===== src/rtl/uart_pkg.sv =====
// Shared types and defaults for the UART receive path.
// Latency: n/a (declarations only).
// Backpressure: n/a.
package uart_pkg;

    typedef enum logic [1:0] {
        IDLE  = 2'd0,
        START = 2'd1,
        DATA  = 2'd2,
        STOP  = 2'd3
    } rx_state_t;

    localparam int BAUD_DIV_DEF = 2604;
    localparam int DEPTH_DEF    = 4;

    function automatic logic maj3(input logic a, input logic b, input logic c);
        return (a & b) | (a & c) | (b & c);
    endfunction

endpackage


===== src/rtl/rx_fifo.sv =====
// Small circular byte FIFO with zero-latency head read.
// Latency: push visible at head one cycle later; pop takes effect on the next edge.
// Backpressure: push into a full FIFO is dropped unless a pop happens in the same cycle.
module rx_fifo #(
    parameter int DEPTH = 4,
    parameter int WIDTH = 8
) (
    input  logic             clk,
    input  logic             rst_n,
    input  logic             push,
    input  logic [WIDTH-1:0] push_dat,
    input  logic             pop,
    output logic [WIDTH-1:0] head,
    output logic             full,
    output logic             empty
);

    localparam int AW   = (DEPTH > 1) ? $clog2(DEPTH) : 1;
    localparam int CNTW = AW + 1;

    logic [WIDTH-1:0] mem [DEPTH];
    logic [AW-1:0]    wr_ptr;
    logic [AW-1:0]    rd_ptr;
    logic [CNTW-1:0]  count;
    logic             do_push;
    logic             do_pop;

    assign empty   = (count == '0);
    assign full    = (count == CNTW'(DEPTH));
    assign do_pop  = pop && !empty;
    // A simultaneous pop frees a slot, so a push into a full FIFO is still taken.
    assign do_push = push && (!full || do_pop);
    assign head    = empty ? '0 : mem[rd_ptr];

    always_ff @(posedge clk) begin
        if (do_push) begin
            mem[wr_ptr] <= push_dat;
        end
    end

    always_ff @(posedge clk or negedge rst_n) begin
        if (!rst_n) begin
            wr_ptr <= '0;
            rd_ptr <= '0;
            count  <= '0;
        end else begin
            if (do_push) wr_ptr <= wr_ptr + AW'(1);
            if (do_pop)  rd_ptr <= rd_ptr + AW'(1);
            case ({do_push, do_pop})
                2'b10:   count <= count + CNTW'(1);
                2'b01:   count <= count - CNTW'(1);
                default: count <= count;
            endcase
        end
    end

endmodule


===== src/rtl/uart_rx_buf.sv =====
// 8N1 UART receiver with majority-vote bit sampling feeding a small byte FIFO.
// Latency: rdy rises about 9.5 bit times + 4 clk after the start-bit falling edge.
// Backpressure: none on the line; a byte arriving at a full FIFO is dropped and flagged.
module uart_rx_buf
    import uart_pkg::*;
#(
    parameter int BAUD_DIV = BAUD_DIV_DEF,
    parameter int DEPTH    = DEPTH_DEF
) (
    input  logic       clk,
    input  logic       rst_n,
    input  logic       RX,
    output logic [7:0] rx_data,
    output logic       rdy,
    input  logic       clr_rdy,
    output logic       busy,
    output logic       frm_err,
    output logic       ovr_err,
    input  logic       clr_err
);

    localparam int MID = BAUD_DIV / 2;
    localparam int CW  = $clog2(BAUD_DIV);

    rx_state_t   state;
    rx_state_t   state_nxt;
    logic        rx_s1;
    logic        rx_s2;
    logic        rx_prev;
    logic [CW-1:0] baud_cnt;
    logic [2:0]  bit_cnt;
    logic [7:0]  shreg;
    logic        smp_a;
    logic        smp_b;
    logic        smp_bit;
    logic        smp_vld;
    logic        stop_bad;
    logic        fall;
    logic        period_end;
    logic        push;
    logic        frm_set;
    logic        ovr_set;
    logic        pop;
    logic        fifo_full;
    logic        fifo_empty;

    assign fall       = !rx_s2 && rx_prev;
    assign period_end = (baud_cnt == CW'(BAUD_DIV - 1));

    always_ff @(posedge clk or negedge rst_n) begin
        if (!rst_n) begin
            rx_s1   <= 1'b1;
            rx_s2   <= 1'b1;
            rx_prev <= 1'b1;
        end else begin
            rx_s1   <= RX;
            rx_s2   <= rx_s1;
            rx_prev <= rx_s2;
        end
    end

    always_ff @(posedge clk or negedge rst_n) begin
        if (!rst_n) state <= IDLE;
        else        state <= state_nxt;
    end

    always_comb begin
        state_nxt = state;
        case (state)
            IDLE:    if (fall) state_nxt = START;
            START: begin
                if (smp_vld && smp_bit) state_nxt = IDLE;
                else if (period_end)    state_nxt = DATA;
            end
            DATA:    if (period_end && bit_cnt == 3'd7) state_nxt = STOP;
            STOP: begin
                // A bad stop bit holds here until the line is back high.
                if (stop_bad) begin
                    if (rx_s2) state_nxt = IDLE;
                end else if (smp_vld && smp_bit) begin
                    state_nxt = IDLE;
                end
            end
            default: state_nxt = IDLE;
        endcase
    end

    always_comb begin
        push    = 1'b0;
        frm_set = 1'b0;
        busy    = (state != IDLE);
        if (state == STOP && smp_vld && !stop_bad) begin
            push    = smp_bit;
            frm_set = !smp_bit;
        end
    end

    always_ff @(posedge clk or negedge rst_n) begin
        if (!rst_n) begin
            baud_cnt <= '0;
            bit_cnt  <= '0;
            shreg    <= '0;
            smp_a    <= 1'b0;
            smp_b    <= 1'b0;
            smp_bit  <= 1'b0;
            smp_vld  <= 1'b0;
            stop_bad <= 1'b0;
        end else begin
            smp_vld <= 1'b0;
            if (state == IDLE) begin
                // The two synchronizer cycles already belong to the start bit.
                baud_cnt <= fall ? CW'(2) : '0;
                bit_cnt  <= '0;
            end else if (period_end) begin
                baud_cnt <= '0;
                if (state == DATA) bit_cnt <= bit_cnt + 3'd1;
            end else begin
                baud_cnt <= baud_cnt + CW'(1);
            end

            if (state != IDLE) begin
                if (baud_cnt == CW'(MID - 1)) smp_a <= rx_s2;
                if (baud_cnt == CW'(MID))     smp_b <= rx_s2;
                if (baud_cnt == CW'(MID + 1)) begin
                    smp_bit <= maj3(smp_a, smp_b, rx_s2);
                    smp_vld <= 1'b1;
                end
            end

            if (state == DATA && smp_vld) shreg <= {smp_bit, shreg[7:1]};

            if (state != STOP)  stop_bad <= 1'b0;
            else if (frm_set)   stop_bad <= 1'b1;
        end
    end

    assign rdy     = !fifo_empty;
    assign pop     = clr_rdy && !fifo_empty;
    assign ovr_set = push && fifo_full && !pop;

    always_ff @(posedge clk or negedge rst_n) begin
        if (!rst_n) begin
            frm_err <= 1'b0;
            ovr_err <= 1'b0;
        end else begin
            frm_err <= frm_set | (frm_err & ~clr_err);
            ovr_err <= ovr_set | (ovr_err & ~clr_err);
        end
    end

    rx_fifo #(
        .DEPTH (DEPTH),
        .WIDTH (8)
    ) u_fifo (
        .clk      (clk),
        .rst_n    (rst_n),
        .push     (push),
        .push_dat (shreg),
        .pop      (pop),
        .head     (rx_data),
        .full     (fifo_full),
        .empty    (fifo_empty)
    );

endmodule


===== config.mk =====
export PLATFORM = sky130hd
export DESIGN_NAME = uart_rx_buf
export DESIGN_NICKNAME = d
export VERILOG_FILES = /design/src/rtl/uart_pkg.sv /design/src/rtl/rx_fifo.sv /design/src/rtl/uart_rx_buf.sv
export SDC_FILE = /design/constraint.sdc
export NUM_CORES = 1
export LEC_CHECK = 0
export ABC_AREA = 1
export CAP_MARGIN = 30
export CORE_UTILIZATION = 60
export CTS_CLUSTER_DIAMETER = 150
export DETAILED_ROUTE_END_ITERATION = 6
export DONT_BUFFER_PORTS = 1
export PLACE_DENSITY = 0.85
export REMOVE_ABC_BUFFERS = 1
export SYNTH_ARGS = -nofsm -noshare
export SYNTH_HDL_FRONTEND = slang
export SYNTH_HIERARCHICAL = 1
export SYNTH_SLANG_ARGS = --single-unit

===== constraint.sdc =====
create_clock -name clk -period 5.55 [get_ports clk]
set_clock_uncertainty 0.15 [all_clocks]
set_input_delay 1.11 -clock clk [delete_from_list [all_inputs] [get_ports clk]]
set_output_delay 1.11 -clock clk [all_outputs]
set_load 0.05 [all_outputs]

---- Yosys cells after proc, flatten, opt, wreduce, memory -nomap -nowiden ----
Memories as Yosys holds them, arrays and structs flattened.
Cells that the tools add are included.
cells by class
  bitwise operators ....................... 10
  eq/ne operators ......................... 17
  add/sub/neg operators ................... 6
  mux-type cells .......................... 24
  reductions and logical operators ........ 30
operator list
  cell                     number
  $eq A12 B11 Y1 const B   3
  $mux W12                 2
  $mux W2                  8
  $add A12 B1 Y12 const B  1
  $eq A12 B12 Y1 const B   1
  $logic_and A1 B1 Y1      11
  $reduce_bool A2 Y1       5
  $mux W3                  3
  $ne A3 B3 Y1 const B     3
  $mux W1                  8
  $mux W8                  1
  $pmux W2 S4              1
  $reduce_and A2 Y1        4
  $add A3 B1 Y3 const B    2
  $eq A2 B2 Y1 const B     3
  $eq A3 B3 Y1 const B     2
  $logic_not A1 Y1         6
  $ne A2 B2 Y1 const B     3
  $pmux W3 S2              1
  $and A1 B1 Y1            5
  $reduce_and A5 Y1        1
  $add A2 B1 Y2 const B    2
  $eq A2 B1 Y1 const B     2
  $or A1 B1 Y1             4
  5 further kinds          5
storage, ports and cells
  output and inout bits ................... 12
  register bits after elaboration ......... 42
  RAM bits ................................ 32
  memories ................................ 1
  bits of input ports ..................... 5
memory list
  name        depth  width  read ports  clocked after memory_dff  wr ports  RTL line       text
  u_fifo.mem  4      8      1           0                         1         rx_fifo.sv:21  logic [WIDTH-1:0] mem [DEPTH];

---- Longest topological paths before layout ----
Gate-level depths: netlist of run 1.
  word-level depth ........................ 8
  depth in mapped cells ................... 11
  gate-level depth less buffers ........... 11

---- Cells and area by module ----
Netlist of run 1, hierarchy kept.
modules (own cells, without submodules)
  module       area each (sq um)  seq. area each (sq um)  cells an instance  instances
  uart_rx_buf  1727.9             879.6                   204                1
  rx_fifo      1709.1             1136.1                  149                1

---- Least setup slack after synthesis of run 1 ----
No wires, ideal clock.
  kind .................................... flip-flop to output port
  start point ............................. register u_fifo.rd_ptr[0]
  end point ............................... output port rx_data[0]
  cell stages (with the launch flop) ...... 6
  data arrival time ....................... 1.596 ns
  slack ................................... 2.694 ns
  cell sequence ........................... dfrtp_1 > buf_4 > inv_2 > buf_4 > o21ai_1 > a21oi_1
between the ends
  word-level cells in the longest chain between the ends .. 2
RTL lines
  what                    RTL line           text
  start, declared         rx_fifo.sv:23      logic [AW-1:0] rd_ptr;
  start signal, assigned  rx_fifo.sv:48      if (do_pop) rd_ptr <= rd_ptr + AW'(1);
  $mem_v2 Z4 W8           --
  $mux W8                 rx_fifo.sv:33      assign head = empty ? '0 : mem[rd_ptr];
  end, declared           uart_rx_buf.sv:13  output logic [7:0] rx_data,
Every way passes these cells.

---- Worst setup path in the final report of run 1 ----
  start point ............................. register u_fifo.rd_ptr[0]
  end point ............................... output port rx_data[1]
The elaborated chain is that of the path after synthesis.

==> impl_metrics.sql, run 1 <==
INSERT INTO impl_metrics (metric_group, metric, value, unit) VALUES
('global_route', 'grt_first_pass_wirelength', '10420', 'um'),
('final_layout', 'layout.cell_area.non_filler', '0.003701', 'sq mm'),
('cts', 'clock_tree.buffer_depth', '2', ''),
('cts', 'worstSkewPairLatency', '0.34', 'ns'),
('floorplanning', 'chipWidth', '77.69', 'um'),
('global_route', 'total_global_routing_overflow', '0', ''),
('synthesis', 'synthesized_netlist_cell_count', '353', ''),
('timing', 'max-slew-margin-rel', '0.3151', ''),
('global_route', 'first_global_vias', '2318', ''),
('pwr', 'power.sequential.fraction', '0.400', ''),
('cts', 'cts_post_setup_buffers_inserted', '0', ''),
('placement', 'post_dp_cell_area', '0.003498', 'sq mm'),
('detailed_routing', 'vias', '2352', ''),
('cts', 'clkSinkCount', '74', ''),
('detailed_routing', 'ant_nets', '0', ''),
('worst_setup_path', 'critical_path_arrival', '2.20', 'ns'),
('pwr', 'power_report.internal_total', '0.001017', 'W'),
('pwr', 'power_frac_clock', '0.253', ''),
('timing', 'layout_worst_path_cycle_share', '0.6226', ''),
('job', 'maxCapViolCount', '0', ''),
('timing', 'finalSetupViolCount', '0', ''),
('floorplanning', 'die_footprint', '0.006035', 'sq mm'),
('floorplanning', 'num_io_pins', '17', ''),
('detailed_routing', 'avgRoutedWirePerCell', '13.49', 'um'),
('pwr', 'p_sw_frac', '0.4050', ''),
('synthesis', 'synth_top_area_share', '0.2839', ''),
('timing', 'grt_setup_unrepaired', 'no', ''),
('hold_path', 'hold_depth', '0', ''),
('pwr', 'power_per_cell_area', '461.8', 'mW/mm^2'),
('floorplanning', 'core_area', '0.005507', 'sq mm'),
('placement', 'portBuffers', '0', ''),
('global_route', 'antenna_found_initial', '0', ''),
('synthesis', 'ys_seq_elements', '74', ''),
('synthesis', 'avgSynthCellArea', '9.737', 'sq um'),
('synthesis', 'post_synth_num_cell_types', '35', ''),
('global_route', 'grt_start_max_net_pins', '43', ''),
('timing', 'maxSlewViolCount', '0', ''),
('floorplanning', 'fp_rows', '27', ''),
('detailed_routing', 'drt-vias-per-instance', '5.382', ''),
('floorplanning', 'initial_utilization', '0.6242', ''),
('synthesis', 'yosys_warnings', '6', ''),
('floorplanning', 'die_height', '77.69', 'um'),
('cts', 'cts_resized', '0', ''),
('pwr', 'ir_worst_vdd', '0.0002978', 'V'),
('final_layout', 'fill_cells', '406', ''),
('final_layout', 'signed_area_change_from_the_synthesized_netlist_to_the_final_layout', '7.681', '%'),
('cts', 'cts_tree', 'yes', ''),
('worst_setup_path', 'required', '4.29', 'ns'),
('cts', 'root_buffer', 'sky130_fd_sc_hd__clkbuf_8', ''),
('synthesis', 'synth.largest_area_cell', 'sky130_fd_sc_hd__dfrtp_1', ''),
('pwr', 'share_comb_of_total_power', '0.347', ''),
('placement', 'dp_hpwl', '4097', 'um'),
('detailed_routing', 'detail_route.wirelength', '5895', 'um'),
('worst_setup_path', 'worst_r2r_path_depth', '6', ''),
('worst_setup_path', 'critical_path_peak_fanout', '18', ''),
('run_status', 'outcome', 'finished clean', ''),
('synthesis', 'synth-seq-area-share', '0.5865', ''),
('detailed_routing', 'detailedRoute.firstPassIterationCount', '4', ''),
('placement', 'finalWeightedCongestion', '0.8724', ''),
('detailed_routing', 'initialDrtViolationCount', '90', ''),
('timing', 'fmax', '289.4', 'MHz'),
('detailed_routing', 'drc', '0', ''),
('synthesis', 'syn-cell-area', '0.003437', 'sq mm'),
('final_layout', 'drive_gt1_frac', '0.1342', ''),
('timing', 'final.setup.tns', '0', 'ns'),
('cts', 'cts_hold_buffers', '0', ''),
('cts', 'numCtsBuffers', '9', ''),
('worst_setup_path', 'critPathKind', 'flip-flop to primary output', ''),
('synthesis', 'top_post_synthesis_cells_by_area', 'sky130_fd_sc_hd__dfrtp_1 (28%), sky130_fd_sc_hd__edfxtp_1 (28%), sky130_fd_sc_hd__nor2_1 (6.3%)', ''),
('timing', 'tightestPinTransition', '1.030', 'ns'),
('timing', 'timing_hold_violations_final', '0', ''),
('final_layout', 'insertedDiodeCount', '0', ''),
('final_layout', 'nets', '375', ''),
('worst_setup_path', 'kind_of_start_point_of_the_critical_path', 'flip-flop', ''),
('cts', 'clkSlewWorstSetupHoldPaths', '0.07', 'ns'),
('worst_setup_path', 'crit_path_end_kind', 'primary output', ''),
('pwr', 'p_leak', '1.684', 'nW'),
('hold_path', 'hold_class', 'flip-flop to flip-flop', ''),
('global_route', 'grt_util_all_layers', '0.2256', ''),
('pwr', 'power_switching', '0.0006923', 'W'),
('cts', 'clock_tree.htree_level_count', '3', ''),
('timing', 'period_minus_slack', '3.456', 'ns');
==> critical path: stages, from the launching register on <==
cell and delay, ns:
sky130_fd_sc_hd__dfrtp_1 0.58, sky130_fd_sc_hd__inv_2 0.31, sky130_fd_sc_hd__o21ai_0 0.14, sky130_fd_sc_hd__a21oi_1 0.82
==> registers in the layout, summed over array words and instances (netlist names), named ones only <==
| name | count |
|---|---|
| baud_cnt | 12 |
| bit_cnt | 3 |
| frm_err | 1 |
| ovr_err | 1 |
| rx_prev | 1 |
| rx_s1 | 1 |
| rx_s2 | 1 |
| shreg | 8 |
| smp_a | 1 |
| smp_b | 1 |
| smp_bit | 1 |
| smp_vld | 1 |
| state | 1 |
| stop_bad | 1 |
| u_fifo/count | 3 |
| u_fifo/mem | 32 |
| u_fifo/rd_ptr | 2 |
| u_fifo/wr_ptr | 2 |
==> cell usage after synthesis <==
cell type,n
sky130_fd_sc_hd__o21ai_1,16
sky130_fd_sc_hd__buf_6,1
sky130_fd_sc_hd__o22ai_1,2
sky130_fd_sc_hd__nor3b_1,1
sky130_fd_sc_hd__dfstp_2,3
sky130_fd_sc_hd__nand3_1,14
sky130_fd_sc_hd__a21boi_1,1
sky130_fd_sc_hd__nand2_2,10
sky130_fd_sc_hd__nor4_1,2
sky130_fd_sc_hd__edfxtp_1,32
sky130_fd_sc_hd__fa_1,1
sky130_fd_sc_hd__nor2_2,6
sky130_fd_sc_hd__nand4_1,5
sky130_fd_sc_hd__a31oi_1,2
sky130_fd_sc_hd__o21ai_0,12
sky130_fd_sc_hd__nor2_4,2
sky130_fd_sc_hd__o21bai_1,1
sky130_fd_sc_hd__a21oi_1,19
sky130_fd_sc_hd__dfrtp_1,39
sky130_fd_sc_hd__o21bai_2,1
sky130_fd_sc_hd__nor3_1,4
sky130_fd_sc_hd__inv_2,7
sky130_fd_sc_hd__nor3_2,2
sky130_fd_sc_hd__mux2_1,1
sky130_fd_sc_hd__nor2_1,58
sky130_fd_sc_hd__xor2_1,3
sky130_fd_sc_hd__a21oi_2,1
sky130_fd_sc_hd__buf_2,2
sky130_fd_sc_hd__nand2_1,44
sky130_fd_sc_hd__o21ai_4,1
sky130_fd_sc_hd__nand3_2,3
sky130_fd_sc_hd__inv_1,45
sky130_fd_sc_hd__ha_1,9
sky130_fd_sc_hd__nand3b_2,1
sky130_fd_sc_hd__buf_4,2
==> worst paths after layout <==
kind | from | end | slack [ns]
max reg2reg | u_fifo/count[0] | u_fifo/mem[1][3] | 3.05
min | rx_s1 | rx_s2 | 0.21
min in group asynchronous | rst_n | shreg[3] | 0.31
max | u_fifo/rd_ptr[0] | rx_data[1] | 2.09
min reg2reg | rx_s1 | rx_s2 | 0.21
max in group asynchronous | rst_n | rx_s1 | 4.73
==> power by group through the flow <==
stage / clock network (W) / logic [W] / registers [W]
after floorplan: 0 / 0.000505 / 0.000679
after global placement: 0 / 0.000565 / 0.000688
after detailed placement: 0 / 0.000589 / 0.000694
after CTS: 0.000439 / 0.000593 / 0.000683
after global routing: 0.000467 / 0.000659 / 0.000692
final: 0.000433 / 0.000593 / 0.000683
==> final cells by class <==
| type | count | area, sq um | share of cell area |
|---|---|---|---|
| inverter | 52 | 195.2 | 0.05274 |
| clock inverter | 4 | 67.56 | 0.01826 |
| multi-input combinational | 222 | 1190 | 0.3215 |
| timing repair buffer | 1 | 7.507 | 0.002028 |
| sequential | 74 | 2016 | 0.5446 |
| tap | 72 | 90.09 | 0.02434 |
| clock buffer | 12 | 135.1 | 0.03651 |
==> cell usage in the layout, fill, tap and decap left out, drive strengths merged, types with 3 or more instances in the layout <==
master   n
a21oi   20
clkbuf  12
dfrtp   39
dfstp    3
edfxtp  32
ha       9
inv     52
nand2   54
nand3   17
nand4    5
nor2    66
nor3     6
o21ai   29
xor2     3
==> layer usage <==
layer / wire length [um] / vias up / GRT usage
met5: 0 / - / 0
met4: 119 / 0 / 0.1075
met3: 190 / 13 / 0.04706
met2: 3011 / 48 / 0.3823
met1: 2574 / 1117 / 0.2756
li1: - / 1174 / -
==> per-stage QoR <==
stage / std cells / total power, W / hold slack, ns / setup WS, ns / utilization
3_3_place_gp: 420 / 0.001253 / 0.1979 / 2.525 / 0.6339
2_1_floorplan: 348 / 0.001184 / 0.1952 / 2.639 / -
6_report: 437 / 0.001709 / 0.2089 / 2.094 / 0.6721
3_5_place_dp: 421 / 0.001283 / 0.2010 / 2.477 / 0.6353
5_1_grt: 437 / 0.001818 / 0.2157 / 1.959 / 0.6721
4_1_cts: 437 / 0.001715 / 0.2105 / 2.095 / 0.6721
==> logic make-up after synthesis <==
family                   after synthesis  share of synthesized area
multiplexers                           1                   0.003276
AND/OR/NAND/NOR                      152                     0.2060
flip-flops                            74                     0.5865
AO/OA/AOI/OAI                         56                    0.09065
buffers and inverters                 57                    0.06735
adder cells (fa/ha/maj)               10                    0.03859
XOR/XNOR                               3                   0.007646
No activity file was read; power rests on OpenSTA's default activity.
==> run 2: changes to the inputs <==
==> constraint.sdc (replaced) <==
create_clock -name clk -period 3.3 [get_ports clk]
set_clock_uncertainty 0.15 [all_clocks]
set_input_delay 0.66 -clock clk [delete_from_list [all_inputs] [get_ports clk]]
set_output_delay 0.66 -clock clk [all_outputs]
set_load 0.05 [all_outputs]
==> impl_metrics.sql, run 2 (synthesized netlist as in run 1, its figures left out) <==
INSERT INTO impl_metrics (metric_group, metric, value, unit) VALUES
('placement', 'dp_hpwl', '4462', 'um'),
('cts', 'clock_tree.buffer_depth', '2', ''),
('global_route', 'grt_first_pass_wirelength', '10230', 'um'),
('placement', 'placed_cells', '428', ''),
('job', 'maxCapViolCount', '0', ''),
('placement', 'finalWeightedCongestion', '0.8977', ''),
('placement', 'portBuffers', '0', ''),
('detailed_routing', 'detailedRoute.firstPassIterationCount', '6', ''),
('cts', 'numCtsBuffers', '9', ''),
('detailed_routing', 'drt-vias-per-instance', '5.306', ''),
('timing', 'layout_worst_path_cycle_share', '0.8148', ''),
('floorplanning', 'num_io_pins', '17', ''),
('cts', 'clkSinkCount', '74', ''),
('final_layout', 'regArea', '0.002016', 'sq mm'),
('final_layout', 'final_common_cell', 'sky130_fd_sc_hd__nor2_1', ''),
('final_layout', 'nets', '383', ''),
('final_layout', 'multi_input_area', '0.001190', 'sq mm'),
('worst_setup_path', 'reg2reg_from', 'u_fifo/count[0]', ''),
('final_layout', 'top_regs', 'u_fifo/mem (32), baud_cnt (12), shreg (8)', ''),
('cts', 'clkSlewWorstSetupHoldPaths', '0.07', 'ns'),
('timing', 'tightestPinTransition', '0.6303', 'ns'),
('detailed_routing', 'detail_route.wirelength', '6098', 'um'),
('worst_setup_path', 'worst_r2r_path_depth', '6', ''),
('cts', 'clock_tree.htree_level_count', '3', ''),
('cts', 'root_buffer', 'sky130_fd_sc_hd__clkbuf_8', ''),
('floorplanning', 'fp_rows', '27', ''),
('timing', 'grt_setup_unrepaired', 'no', ''),
('floorplanning', 'chipWidth', '77.69', 'um'),
('cts', 'cts_tree', 'yes', ''),
('worst_setup_path', 'timing.critical_path.max_delay_family', 'flip-flops', ''),
('detailed_routing', 'vias', '2361', ''),
('timing', 'timing_hold_violations_final', '0', ''),
('worst_setup_path', 'critical_path_peak_fanout', '18', ''),
('worst_setup_path', 'rr_endpoint', 'u_fifo/mem[2][7]', ''),
('worst_setup_path', 'regToRegSetupSlack', '0.88', 'ns'),
('global_route', 'grt_util_met3', '0.05294', ''),
('timing', 'fmax', '371.9', 'MHz'),
('timing', 'final.setup.tns', '0', 'ns'),
('final_layout', 'max_flop_register', 'u_fifo/mem', ''),
('timing', 'fin_worst_hold_slack', '0.01414', 'ns'),
('global_route', 'groute.layer.met2.usage', '0.4106', ''),
('global_route', 'grt_util_met1', '0.2504', ''),
('worst_setup_path', 'kind_of_start_point_of_the_critical_path', 'flip-flop', ''),
('worst_setup_path', 'worst_path_max_delay_cell', 'sky130_fd_sc_hd__dfrtp_1', ''),
('final_layout', 'largest_reg_flops', '32', ''),
('worst_setup_path', 'worstPathCellList', 'inv_2, o21ai_0, a21oi_1, buf_4', ''),
('global_route', 'grt-busiest-layer', 'met2', ''),
('final_layout', 'layout_common_cells', 'sky130_fd_sc_hd__nor2_1 (58), sky130_fd_sc_hd__inv_1 (45), sky130_fd_sc_hd__nand2_1 (44)', ''),
('global_route', 'total_global_routing_overflow', '0', ''),
('detailed_routing', 'ant_nets', '0', ''),
('final_layout', 'signed_area_change_from_the_synthesized_netlist_to_the_final_layout', '10.52', '%'),
('floorplanning', 'die_footprint', '0.006035', 'sq mm'),
('timing', 'finalSetupViolCount', '0', ''),
('global_route', 'first_global_vias', '2359', ''),
('global_route', 'grt_start_max_net_pins', '43', ''),
('detailed_routing', 'drc', '0', ''),
('global_route', 'antenna_found_initial', '0', ''),
('floorplanning', 'core_area', '0.005507', 'sq mm'),
('final_layout', 'drive_gt1_frac', '0.1662', ''),
('worst_setup_path', 'crit_path_max_incr_delay', '0.71', 'ns'),
('final_layout', 'fill_cells', '402', ''),
('floorplanning', 'die_height', '77.69', 'um'),
('cts', 'worstSkewPairLatency', '0.34', 'ns'),
('worst_setup_path', 'critical_path_arrival', '1.88', 'ns'),
('timing', 'max-slew-margin-rel', '0.5782', ''),
('worst_setup_path', 'critPathKind', 'flip-flop to primary output', ''),
('final_layout', 'insertedDiodeCount', '0', ''),
('hold_path', 'hold_class', 'primary input to asynchronous set/reset pin', ''),
('run_status', 'outcome', 'finished clean', ''),
('pwr', 'power_per_cell_area', '794.5', 'mW/mm^2'),
('worst_setup_path', 'critical_path.n_buffers_inverters', '2', ''),
('floorplanning', 'initial_utilization', '0.6242', ''),
('pwr', 'p_leak', '1.743', 'nW'),
('worst_setup_path', 'crit_path_end_kind', 'primary output', ''),
('final_layout', 'layout.cells.non_filler', '445', ''),
('pwr', 'ir_worst_vdd', '0.0004562', 'V'),
('timing', 'maxSlewViolCount', '0', ''),
('detailed_routing', 'initialDrtViolationCount', '170', ''),
('timing', 'period_minus_slack', '2.689', 'ns'),
('detailed_routing', 'avgRoutedWirePerCell', '13.70', 'um'),
('worst_setup_path', 'required', '2.49', 'ns'),
('global_route', 'grt_util_all_layers', '0.2273', '');
run 2: changes by cell type in the layout (fill, tap and decap cells not counted), sizes merged:
cell      previous run  this run
clkinv               2         3
buf                  1         9
clkinvlp             0         1
clkbuf              12        10
run 2: cell type report:
cell class | instances | area share
repair buffers | 9 | 0.02108
multi-input cells | 222 | 0.3132
clock buffers | 10 | 0.03623
clock inverters | 6 | 0.02372
flip-flops and latches | 74 | 0.5306
well taps | 72 | 0.02372
inverters | 52 | 0.05138
run 2: timing repair:
action,CTS,global route
hold endpoints to repair,42,0
hold buffers,1,0
buffers inserted,0,0
gates resized for setup,0,0
run 2: through the flow:
step	utilization	cell area, sq um	total power (W)	setup slack (ns)
5_1_grt	0.6898	3799	0.003176	0.5215
3_3_place_gp	0.6449	3551	0.002200	1.032
2_1_floorplan	-	3401	0.001991	0.8394
4_1_cts	0.6898	3799	0.003030	0.6135
6_report	0.6898	3799	0.003018	0.6112
3_5_place_dp	0.6449	3551	0.002249	0.8942
run 2: worst max path at each step:
| stage | startpoint | to | depth (start not counted) |
|---|---|---|---|
| CTS | u_fifo/rd_ptr[0] | rx_data[1] | 4 |
| finish | u_fifo/rd_ptr[0] | rx_data[1] | 4 |
| global placement | u_fifo/count[0] | u_fifo/mem[2][2] | 6 |
| global route | u_fifo/rd_ptr[0] | rx_data[1] | 4 |
| floorplan | u_fifo/rd_ptr[0] | rx_data[1] | 3 |
| detailed placement | u_fifo/count[0] | u_fifo/mem[2][3] | 6 |
run 2: power by group:
part | switching (W) | internal (W)
combinational | 0.000763 | 0.000335
clock | 0.000316 | 0.000447
sequential | 0.000131 | 0.00103
total | 0.00121 | 0.00181
run 2: routing by layer:
layer | wire length [um] | part of all wire
met4 | 121 | 0.020
met5 | 0 | 0
met3 | 238 | 0.039
met1 | 2528 | 0.41
met2 | 3210 | 0.53
==> run 3: changes to the inputs <==
--- a/config.mk
+++ b/config.mk
@@ -7,11 +7,11 @@
 export LEC_CHECK = 0
 export ABC_AREA = 1
 export CAP_MARGIN = 30
-export CORE_UTILIZATION = 60
+export CORE_UTILIZATION = 57
 export CTS_CLUSTER_DIAMETER = 150
 export DETAILED_ROUTE_END_ITERATION = 6
 export DONT_BUFFER_PORTS = 1
-export PLACE_DENSITY = 0.85
+export PLACE_DENSITY = 0.84
 export REMOVE_ABC_BUFFERS = 1
 export SYNTH_ARGS = -nofsm -noshare
 export SYNTH_HDL_FRONTEND = slang
==> constraint.sdc (replaced) <==
create_clock -name clk -period 2.36 [get_ports clk]
set_clock_uncertainty 0.15 [all_clocks]
set_input_delay 0.472 -clock clk [delete_from_list [all_inputs] [get_ports clk]]
set_output_delay 0.472 -clock clk [all_outputs]
set_load 0.05 [all_outputs]
==> impl_metrics.sql, run 3 (synthesized netlist as in run 1, its figures left out) <==
INSERT INTO impl_metrics (metric_group, metric, value, unit) VALUES
('detailed_routing', 'initialDrtViolationCount', '108', ''),
('global_route', 'antenna_found_initial', '0', ''),
('detailed_routing', 'detailedRoute.firstPassIterationCount', '4', ''),
('placement', 'finalWeightedCongestion', '0.9365', ''),
('timing', 'maxSlewViolCount', '0', ''),
('timing', 'fmax', '453.6', 'MHz'),
('final_layout', 'signed_area_change_from_the_synthesized_netlist_to_the_final_layout', '10.08', '%'),
('placement', 'dp_hpwl', '4217', 'um'),
('worst_setup_path', 'worstPathCellList', 'inv_4, o21ai_0, a21oi_1, buf_4', ''),
('placement', 'post_dp_cell_area', '0.003581', 'sq mm'),
('final_layout', 'top_regs', 'u_fifo/mem (32), baud_cnt (12), shreg (8)', ''),
('final_layout', 'fill_cells', '428', ''),
('floorplanning', 'initial_utilization', '0.6092', ''),
('detailed_routing', 'drc', '0', ''),
('cts', 'root_buffer', 'sky130_fd_sc_hd__clkbuf_8', ''),
('timing', 'final.setup.tns', '0', 'ns'),
('floorplanning', 'chipWidth', '79.65', 'um'),
('worst_setup_path', 'critical_path.n_buffers_inverters', '2', ''),
('floorplanning', 'die_footprint', '0.006344', 'sq mm'),
('final_layout', 'insertedDiodeCount', '0', ''),
('job', 'maxCapViolCount', '0', ''),
('cts', 'clkSinkCount', '74', ''),
('timing', 'layout_worst_path_cycle_share', '0.9342', ''),
('detailed_routing', 'avgRoutedWirePerCell', '12.80', 'um'),
('cts', 'clkSlewWorstSetupHoldPaths', '0.07', 'ns'),
('final_layout', 'multi_input_area', '0.001190', 'sq mm'),
('placement', 'portBuffers', '0', ''),
('worst_setup_path', 'worst_path_max_delay_cell', 'sky130_fd_sc_hd__dfrtp_2', ''),
('floorplanning', 'fp_rows', '27', ''),
('final_layout', 'drive_gt1_frac', '0.1693', ''),
('global_route', 'grt_first_pass_wirelength', '9535', 'um'),
('detailed_routing', 'drt-vias-per-instance', '5.313', ''),
('final_layout', 'nets', '389', ''),
('detailed_routing', 'met2_wirelength', '2935', 'um'),
('cts', 'worstSkewPairLatency', '0.34', 'ns'),
('timing', 'grt_setup_unrepaired', 'no', ''),
('worst_setup_path', 'critical_path_arrival', '1.58', 'ns'),
('floorplanning', 'num_io_pins', '17', ''),
('worst_setup_path', 'critPathKind', 'flip-flop to primary output', ''),
('timing', 'period_minus_slack', '2.205', 'ns'),
('worst_setup_path', 'kind_of_start_point_of_the_critical_path', 'flip-flop', ''),
('pwr', 'power_per_cell_area', '1048', 'mW/mm^2'),
('timing', 'max-slew-margin-rel', '0.5743', ''),
('global_route', 'first_global_vias', '2292', ''),
('global_route', 'grt_util_all_layers', '0.2018', ''),
('global_route', 'total_global_routing_overflow', '0', ''),
('global_route', 'grt_start_max_net_pins', '43', ''),
('pwr', 'ir_worst_vdd', '0.0006760', 'V'),
('hold_path', 'hold_class', 'primary input to flip-flop', ''),
('detailed_routing', 'route.met3.wl', '263', 'um'),
('run_status', 'outcome', 'finished clean', ''),
('cts', 'cts_tree', 'yes', ''),
('worst_setup_path', 'required', '1.74', 'ns'),
('floorplanning', 'core_area', '0.005642', 'sq mm'),
('cts', 'numCtsBuffers', '9', ''),
('final_layout', 'layout.cell_area.non_filler', '0.003784', 'sq mm'),
('final_layout', 'layout_common_cells', 'sky130_fd_sc_hd__nor2_1 (58), sky130_fd_sc_hd__inv_1 (45), sky130_fd_sc_hd__nand2_1 (44)', ''),
('worst_setup_path', 'timing.critical_path.max_delay_family', 'flip-flops', ''),
('worst_setup_path', 'critical_path_peak_fanout', '18', ''),
('cts', 'clock_tree.buffer_depth', '2', ''),
('worst_setup_path', 'crit_path_end_kind', 'primary output', ''),
('final_layout', 'largest_reg_flops', '32', ''),
('timing', 'finalSetupViolCount', '0', ''),
('detailed_routing', 'met1Wirelength', '2472', 'um'),
('detailed_routing', 'top_signal_layer_used', 'met4', ''),
('final_layout', 'final_common_cell', 'sky130_fd_sc_hd__nor2_1', ''),
('floorplanning', 'die_height', '79.65', 'um'),
('cts', 'cts_post_setup_buffers_inserted', '0', ''),
('worst_setup_path', 'crit_path_max_incr_delay', '0.53', 'ns'),
('detailed_routing', 'ant_nets', '0', ''),
('timing', 'tightestPinTransition', '0.6362', 'ns'),
('final_layout', 'max_flop_register', 'u_fifo/mem', ''),
('cts', 'clock_tree.htree_level_count', '3', ''),
('timing', 'timing_hold_violations_final', '0', ''),
('detailed_routing', 'vias', '2391', ''),
('detailed_routing', 'detail_route.wirelength', '5761', 'um'),
('final_layout', 'regArea', '0.002017', 'sq mm'),
('pwr', 'p_leak', '1.730', 'nW');
==> run 3: cell types whose count changed in the layout (fill, tap and decap cells not counted), sizes merged <==
cell         before  now
clkbuf           10    9
bufinv            2    0
dlygate4sd3       0    2
buf               9   13
clkinvlp          1    3
==> run 3: worst register-to-register path, stage by stage, from the launching register on <==
cell,delay [ns]
sky130_fd_sc_hd__dfrtp_1,0.42
sky130_fd_sc_hd__nor2_4,0.06
sky130_fd_sc_hd__nand2_2,0.09
sky130_fd_sc_hd__inv_1,0.06
sky130_fd_sc_hd__nor2_1,0.22
sky130_fd_sc_hd__buf_4,0.19
sky130_fd_sc_hd__o21ai_4,0.09
sky130_fd_sc_hd__nor2_1,0.51
==> run 3: timing repair <==
item | in CTS | in global routing
hold buffers | 3 | 0
resized for setup | 1 | 2
pin swaps | 0 | 0
endpoints found under the setup margin | 6 | 3
endpoints found under the hold margin | 43 | 0
==> run 3: per-layer routing <==
| metal | up-vias | GRT usage |
|---|---|---|
| met3 | 12 | 0.06743 |
| li1 | 1196 | - |
| met5 | - | 0 |
| met4 | 0 | 0.08727 |
| met1 | 1125 | 0.2318 |
| met2 | 58 | 0.3419 |
==> run 3: area by class of cell <==
type,count,area share
clock buffers,9,0.03274
clock inverters,6,0.009259
inverters,52,0.05225
multi-input cells,222,0.3145
flip-flops and latches,74,0.5331
well taps,72,0.02381
repair buffers,15,0.03439
==> run 3: final timing paths <==
path	start	to	slack [ns]	depth (start not counted)
hold reg to reg	rx_s1	rx_s2	0.21	0
max in group asynchronous	rst_n	rx_prev	1.37	2
hold / removal	clr_err	ovr_err	0.08	1
setup reg to reg	u_fifo/count[0]	u_fifo/mem[3][3]	0.20	7
min in group asynchronous	rst_n	u_fifo/wr_ptr[1]	0.43	2
setup / recovery	u_fifo/rd_ptr[0]	rx_data[6]	0.16	4
==> run 3: power breakdown <==
group | leakage, nW | internal, W | total [W] | switching [W]
combinational | 0.740 | 0.000508 | 0.00159 | 0.00108
sequential | 0.918 | 0.00144 | 0.00158 | 0.000146
clock | 0.0722 | 0.000365 | 0.000796 | 0.000431
total | 1.73 | 0.00231 | 0.00396 | 0.00165
==> run 3: stage by stage <==
stage	worst slack, ns	hold slack (ns)	std cells	total power [W]	utilization
floorplan	0.08739	0.02641	348	0.002784	-
global placement	0.3138	0.02739	432	0.003105	0.6347
detailed placement	0.2171	0.02748	432	0.003164	0.6347
CTS	0.06521	0.06669	450	0.003987	0.6702
global route	0.02888	0.07594	450	0.004213	0.6707
finish	0.1552	0.08249	450	0.003965	0.6707
